**src/rtl/stream_packer_if.sv**
```systemverilog
// Stream packer handshake bundle: narrow input stream, wide output stream.
// The flush signal exists only when STREAM_PACKER_FLUSH_EN is defined.
interface stream_packer_if #(
  parameter int unsigned DATA_WIDTH = 32,
  parameter int unsigned RATIO      = 4
);
  localparam int unsigned OUT_W = DATA_WIDTH * RATIO;

  logic [DATA_WIDTH-1:0] in_data;
  logic                  in_valid;
  logic                  in_ready;
  logic [OUT_W-1:0]      out_data;
  logic                  out_valid;
  logic                  out_ready;
`ifdef STREAM_PACKER_FLUSH_EN
  logic                  flush;

  // Packer side
  modport slave (
    input  in_data, in_valid, out_ready, flush,
    output in_ready, out_data, out_valid
  );

  // Producer/consumer side
  modport master (
    output in_data, in_valid, out_ready, flush,
    input  in_ready, out_data, out_valid
  );
`else
  // Packer side
  modport slave (
    input  in_data, in_valid, out_ready,
    output in_ready, out_data, out_valid
  );

  // Producer/consumer side
  modport master (
    output in_data, in_valid, out_ready,
    input  in_ready, out_data, out_valid
  );
`endif
endinterface

```
**src/rtl/stream_packer.sv**
```systemverilog
// Narrow-to-wide stream packer: gathers RATIO words into one little-endian
// wide word with a registered output. Optional partial-word flush is enabled
// by defining STREAM_PACKER_FLUSH_EN.
module stream_packer #(
  parameter int unsigned DATA_WIDTH = 32,
  parameter int unsigned RATIO      = 4
) (
  input  logic           aclk,
  input  logic           aresetn,
  stream_packer_if.slave bus
);
  localparam int unsigned OUT_W = DATA_WIDTH * RATIO;
  localparam int unsigned CNT_W = $clog2(RATIO);
  localparam logic [CNT_W-1:0] LAST_LANE = CNT_W'(RATIO - 1);

  logic [CNT_W-1:0] cnt;
  logic [OUT_W-1:0] acc;
  logic [OUT_W-1:0] acc_wr;
  logic [OUT_W-1:0] out_data_q;
  logic             out_valid_q;

  logic slot_free;
  logic last_lane;
  logic in_ready_c;
  logic in_hs;
  logic out_hs;
  logic complete;
  logic flush_ev;
  logic emit;

  // Handshake qualification; the last lane stalls only behind a held word
  always_comb begin
    slot_free  = ~out_valid_q | bus.out_ready;
    last_lane  = (cnt == LAST_LANE);
    in_ready_c = ~last_lane | slot_free;
    in_hs      = bus.in_valid & in_ready_c;
    out_hs     = out_valid_q & bus.out_ready;
    complete   = in_hs & last_lane;
`ifdef STREAM_PACKER_FLUSH_EN
    flush_ev   = bus.flush & slot_free & ((cnt != '0) | in_hs);
`else
    flush_ev   = 1'b0;
`endif
    emit       = complete | flush_ev;
  end

  // Accumulator view including this cycle's accepted word
  always_comb begin
    acc_wr = acc;
    for (int unsigned k = 0; k < RATIO; k++) begin
      if (in_hs && (cnt == CNT_W'(k))) begin
        acc_wr[k*DATA_WIDTH +: DATA_WIDTH] = bus.in_data;
      end
    end
  end

  // Lane counter, accumulator and registered output word
  always_ff @(posedge aclk or negedge aresetn) begin
    if (!aresetn) begin
      cnt         <= '0;
      acc         <= '0;
      out_data_q  <= '0;
      out_valid_q <= 1'b0;
    end else if (emit) begin
      out_data_q  <= acc_wr;
      out_valid_q <= 1'b1;
      cnt         <= '0;
      acc         <= '0;
    end else begin
      if (in_hs) begin
        acc <= acc_wr;
        cnt <= cnt + CNT_W'(1);
      end
      if (out_hs) begin
        out_valid_q <= 1'b0;
      end
    end
  end

  assign bus.in_ready  = in_ready_c;
  assign bus.out_data  = out_data_q;
  assign bus.out_valid = out_valid_q;

endmodule

```
**src/flat_wrapper.sv**
```systemverilog
// flat-port wrapper written by rule: the top's interface ports become plain ports
module stream_packer_flat 
#(
  parameter int unsigned DATA_WIDTH = 32,
  parameter int unsigned RATIO      = 4
)
  (aclk, aresetn, bus_in_data, bus_in_valid, bus_out_ready, bus_in_ready, bus_out_data, bus_out_valid);
  stream_packer_if #(.DATA_WIDTH(DATA_WIDTH), .RATIO(RATIO)) bus_i ();
  input  logic aclk;
  input  logic aresetn;
  input wire logic [$bits(bus_i.in_data)-1:0] bus_in_data;
  input wire logic [$bits(bus_i.in_valid)-1:0] bus_in_valid;
  input wire logic [$bits(bus_i.out_ready)-1:0] bus_out_ready;
  output wire logic [$bits(bus_i.in_ready)-1:0] bus_in_ready;
  output wire logic [$bits(bus_i.out_data)-1:0] bus_out_data;
  output wire logic [$bits(bus_i.out_valid)-1:0] bus_out_valid;
  assign bus_i.in_data = bus_in_data;
  assign bus_i.in_valid = bus_in_valid;
  assign bus_i.out_ready = bus_out_ready;
  assign bus_in_ready = bus_i.in_ready;
  assign bus_out_data = bus_i.out_data;
  assign bus_out_valid = bus_i.out_valid;
  stream_packer #(.DATA_WIDTH(DATA_WIDTH), .RATIO(RATIO)) u_core (.aclk(aclk), .aresetn(aresetn), .bus(bus_i));
endmodule
```
**config.mk**
```make
export PLATFORM = sky130hd
export DESIGN_NAME = stream_packer_flat
export DESIGN_NICKNAME = d
export VERILOG_FILES = /design/src/rtl/stream_packer_if.sv /design/src/rtl/stream_packer.sv /design/src/flat_wrapper.sv
export SDC_FILE = /design/constraint.sdc
export NUM_CORES = 1
export LEC_CHECK = 0
export ABC_AREA = 1
export CAP_MARGIN = 20
export CORE_MARGIN = 5
export CORE_UTILIZATION = 35
export CTS_CLUSTER_DIAMETER = 150
export DETAILED_ROUTE_END_ITERATION = 8
export PLACE_DENSITY_LB_ADDON = 0.12
export REMOVE_ABC_BUFFERS = 1
export SLEW_MARGIN = 20
export SYNTH_ARGS = -nofsm -noshare
export SYNTH_HDL_FRONTEND = slang
export SYNTH_SLANG_ARGS = --single-unit
```
**constraint.sdc**
```tcl
create_clock -name aclk -period 1.65 [get_ports aclk]
set_clock_uncertainty 0.05 [all_clocks]
set_input_delay 0.33 -clock aclk [delete_from_list [all_inputs] [get_ports aclk]]
set_output_delay 0.33 -clock aclk [all_outputs]
set_load 0.005 [all_outputs]
```
## Word level (Yosys, flattened, before mapping)

Cells that the tools add are included.

- Register bits after elaboration: 259
- Bits of input ports: 36
- Output and inout port bits: 130
- Word-level logic and storage cells: 32

- Add/subtract/negate cells: 1
- Equal/unequal tests: 3
- Mux-type cells: 10
- Bitwise logic cells: 7
- Reduce and logical (&&, ||, !) cells: 7

Operators with widths:

| operator | number |
|---|---|
| $mux W128 | 2 |
| $mux W32 | 4 |
| $eq A2 B2 Y1 const B | 2 |
| $logic_and A1 B1 Y1 | 4 |
| $mux W2 | 2 |
| $reduce_bool A2 Y1 | 2 |
| $and A1 B1 Y1 | 3 |
| $add A2 B1 Y2 const B | 1 |
| $eq A2 B1 Y1 const B | 1 |
| $logic_not A2 Y1 | 1 |
| $mux W1 | 2 |
| $not A1 Y1 | 2 |
| $or A1 B1 Y1 | 2 |

## Logic depth before layout (Yosys ltp)

- Depth in word-level cells: 8
- Gate-level depth with buffers: 8
- Gate-level depth less buffers: 6

## Worst setup path after synthesis

OpenSTA, ideal clock, no wires.

- Kind: reg2reg
- Start point: register u_core.cnt[0]
- End point: register u_core.out_data_q[92] (netlist: u_core.bus.out_data[92])
- Setup time: 0.118 ns
- Arrival time: 1.368 ns
- Data required time: 1.482 ns
- Setup slack: 0.114 ns
- Cell stages (with the launch flop): 8
- Path buffers: 2
- Clock period less this slack: 1.536 ns
- Path through: dfrtp_1 -> inv_1 -> ha_1 -> clkbuf_1 -> clkbuf_1 -> nand4_1 -> nand3_1 -> nand2_1

- Longest elaborated chain between the ends: 6
- Elaborated cells on any way between the ends: 8
- Classes of those cells: 2 x eq/ne; 1 x mux; 4 x bitwise; 1 x reduce/logical

RTL lines:

| what | RTL line | RTL |
|---|---|---|
| from (decl) | stream_packer.sv:16 | `logic [CNT_W-1:0] cnt;` |
| from (signal assigned) | stream_packer.sv:72 | `cnt <= cnt + CNT_W'(1);` |
| $eq A2 B2 Y1 | stream_packer.sv:34 | `last_lane = (cnt == LAST_LANE);` |
| $not A1 Y1 | stream_packer.sv:35 | `in_ready_c = ~last_lane \| slot_free;` |
| $or A1 B1 Y1 | stream_packer.sv:35 |  |
| $and A1 B1 Y1 | stream_packer.sv:36 | `in_hs = bus.in_valid & in_ready_c;` |
| $logic_and A1 B1 Y1 | stream_packer.sv:51 | `if (in_hs && (cnt == CNT_W'(k))) begin` |
| $mux W32 | stream_packer.sv:51 |  |
| to (signal assigned) | stream_packer.sv:65 | `out_data_q <= acc_wr;` |
| to (decl) | stream_packer.sv:19 | `logic [OUT_W-1:0] out_data_q;` |

Several ways; a longest one is shown, not always the timed one.
A chain may end at the register's enable or synchronous reset.

## Worst setup path in the final report

- Start point: register u_core.cnt[0]
- End point: output port bus_in_ready

- Longest elaborated chain between the ends: 3

RTL lines:

| what | RTL line | RTL |
|---|---|---|
| $eq A2 B2 Y1 | stream_packer.sv:34 |  |
| $not A1 Y1 | stream_packer.sv:35 |  |
| $or A1 B1 Y1 | stream_packer.sv:35 |  |
| to (decl) | flat_wrapper.sv:14 | `output wire logic [$bits(bus_i.in_ready)-1:0] bus_in_ready;` |

Every way passes these cells.

==> run summary <==
H-tree levels: 1
status: complete, but fails checks
core area: 27900 um^2
Final period util: 105%
most frequent cell after synthesis: nand2_1
Clock Sinks: 227
Post-synth top cells: nand2_1, dfrtp_1, inv_1, nand3_1, nor2_1
worst-margin pin slew: 0.460 ns
CTS Buf Count: 26
n_diodes: 0
failing checks: setup timing
Post-Route WL: 30400 um
ys async rst share: 100%
final hold vios: 0
TritonCTS clock tree: done
dpl cells: 1720
EDFF count, synth: 0
mux share of post-synthesis cell area: 0%
Remaining DRCs: 0
Synth Cell Area: 9910 um^2
Final Setup Violations: 130
starting density of the core: 35.6%
Lkg Pwr: 7.74 nW
Compound-Gate Fraction of Synth Area: 1.72%
share of cells above drive strength 1: 26.5%
initial antenna violation count: 0
post-synthesis instance total: 1195
Routed Antenna Nets: 0
num rows: 61
max frequency: 578 MHz
WL per Instance: 16.9 um
critical path type: flip-flop to output pin
pre-CTS setup slack: -0.278 ns
die height: 178 um
Vias: 8677
yosys warns: 0
XOR/XNOR Fraction of Synth Area: 0%
peak supply drop: 901 uV
# fillers: 2632
HP Class: input port to asynchronous set/reset pin
Syn Area/Cell: 8.29 um^2
Area Growth Syn to Fin: 51.1%
adder-cell share of the synthesized area: 0.505%
Worst Path Arrival: 1.35 ns
first-pass GRT wire length: 45200 um
GRT Residual Overflow: 0
hpwl dp: 17700 um
largest family of logic cells by synthesized area: simple AND/OR/NAND/NOR gates
RD Place Congestion: 0.714
die width: 178 um
Root Driver: clkbuf_16
Worst Setup End Kind: output pin
RSZ-0062 raised after global routing: yes
Worst R2R Path Depth: 9
Clk Latency, worst-skew pair: 0.52 ns
Slew Limit Fails: 0
Yosys cell types: 14
Reg clk slew, reported paths: 0.06 ns
number of global-route vias before repair: 8404
largest net degree at the start of global routing: 55
Critical Path Fanout Max: 2
I/O pin cnt: 166
minimum clock period: 1.73 ns
pwr/cell area: 1860 nW/um^2
Synth top area share: 57.3%
area leader, netlist: dfrtp_1
Slew headroom: 69.3%
Synth Area in Simple Gates: 31.0%
top_reg_cell synth: dfrtp_1
sequential share of the synthesized area: 57.3%
Maximum Capacitance Violations: 0
Area contributors post-synth: dfrtp_1, nand2_1, nand4_1
maximum clock path buffer count: 3
Via-to-Cell Ratio: 4.82
Final Instance Count excl. Fillers: 1801
gr usage total: 17.6%
fin nets: 1445
starting DRC count in detailed routing: 598
synthesized flop and latch total: 227
Port Buffers: 165
Hold Slack: 0.299 ns
type of origin of the critical path: flip-flop
final worst slack: -0.0800 ns
Pre-antenna DRT Iters: 4
Req. time, crit path: 1.27 ns
Die ar.: 31800 um^2
-- layout make-up --
| cell class | count | area, um^2 | area share, % |
|---|---|---|---|
| Inverter | 132 | 509 | 3.40 |
| Tap cell | 378 | 473 | 3.16 |
| Multi-Input combinational cell | 753 | 4500 | 30.1 |
| Timing Repair Buffer | 265 | 2950 | 19.7 |
| Clock inverter | 4 | 72.6 | 0.484 |
| Sequential cell | 227 | 5680 | 37.9 |
| Clock buffer | 42 | 792 | 5.29 |
-- logic make-up (layout without fill, tap and decap cells) --
group	Yosys count	after routing
buffers and inverters	215	443
DFF	227	227
AOI/OAI and AO/OA	34	34
adders and majority gates	4	4
and+or+nand+nor	715	715
-- where the power goes --
group | switching [mW] | leakage, nW | internal, mW
Combinational | 6.94 | 4.50 | 5.85
Clock | 2.29 | 0.419 | 3.57
Sequential | 1.09 | 2.82 | 8.17
Total | 10.3 | 7.74 | 17.6
-- registers in the layout, summed over array words and instances (netlist names) --
name,cells
u_core.bus.out_data,128
u_core.acc,96
u_core.cnt,2
u_core.bus.out_valid,1
-- what timing repair did --
action	CTS	global route
resized for setup	154	318
gates cloned	4	11
hold buffers	1	0
pin swaps	6	76
endpoints found under the hold margin	35	0
setup endpoints to repair	322	195
setup buffers	15	6
-- worst max-delay path, stage by stage (launching register included) --
cell and delay (ns):
dfrtp_1 0.42, ha_4 0.20, nand3_4 0.08, clkbuf_2 0.13
-- stage by stage --
stage / power (mW) / TNS (ns) / utilization [%] / cell area, um^2
2_1_floorplan: 14.1 / -635.06 / - / 9470
3_3_place_gp: 19.7 / -42.75 / 44.7 / 12500
3_5_place_dp: 19.9 / -43.27 / 44.7 / 12500
4_1_cts: 25.5 / -8.00 / 48.6 / 13500
5_1_grt: 30.0 / -17.96 / 53.8 / 15000
6_report: 27.9 / -3.62 / 53.8 / 15000
-- metal layers --
metal / vias to the layer above / part of all wire, % / routed length [um] / global-route usage [%]
met4: 0 / 1.6 / 472 / 2.97
li1: 4188 / - / - / -
met5: - / 0 / 0 / 0
met1: 4274 / 47 / 14200 / 25.0
met2: 185 / 47 / 14200 / 28.9
met3: 30 / 5.1 / 1550 / 3.29
-- path summary, 6_finish.rpt --
check | start | endpoint | slack [ns]
worst min-delay path | aresetn | u_core.bus.out_data[111]$_DFFE_PN0P_ | 0.30
worst min register to register | u_core.bus.out_data[4]$_DFFE_PN0P_ | u_core.bus.out_data[4]$_DFFE_PN0P_ | 0.42
max in group asynchronous | aresetn | u_core.bus.out_data[99]$_DFFE_PN0P_ | 0.72
worst max register to register | u_core.cnt[0]$_DFFE_PN0P_ | u_core.acc[67]$_DFFE_PN0P_ | -0.07
worst max-delay path | u_core.cnt[0]$_DFFE_PN0P_ | bus_in_ready | -0.08
min in group aclk | bus_in_valid | u_core.bus.out_data[19]$_DFFE_PN0P_ | 0.33
-- placed cells by master (no fill, tap or decap) --
cell type	count
a21oi_1	1
buf_12	33
buf_16	5
buf_4	45
buf_6	3
buf_8	7
bufinv_16	2
clkbuf_1	9
clkbuf_16	35
clkbuf_2	1
clkbuf_8	6
clkdlybuf4s50_1	33
clkinv_2	1
clkinvlp_4	2
dfrtp_1	227
dlygate4sd2_1	129
dlygate4sd3_1	1
ha_4	4
inv_1	129
inv_6	2
nand2_1	289
nand2_2	59
nand2_4	73
nand3_1	20
nand3_2	76
nand3_4	5
nand4_1	96
nor2_1	79
nor2_2	18
o21ai_0	33
Note: power is estimated with default switching activity, not from simulation.
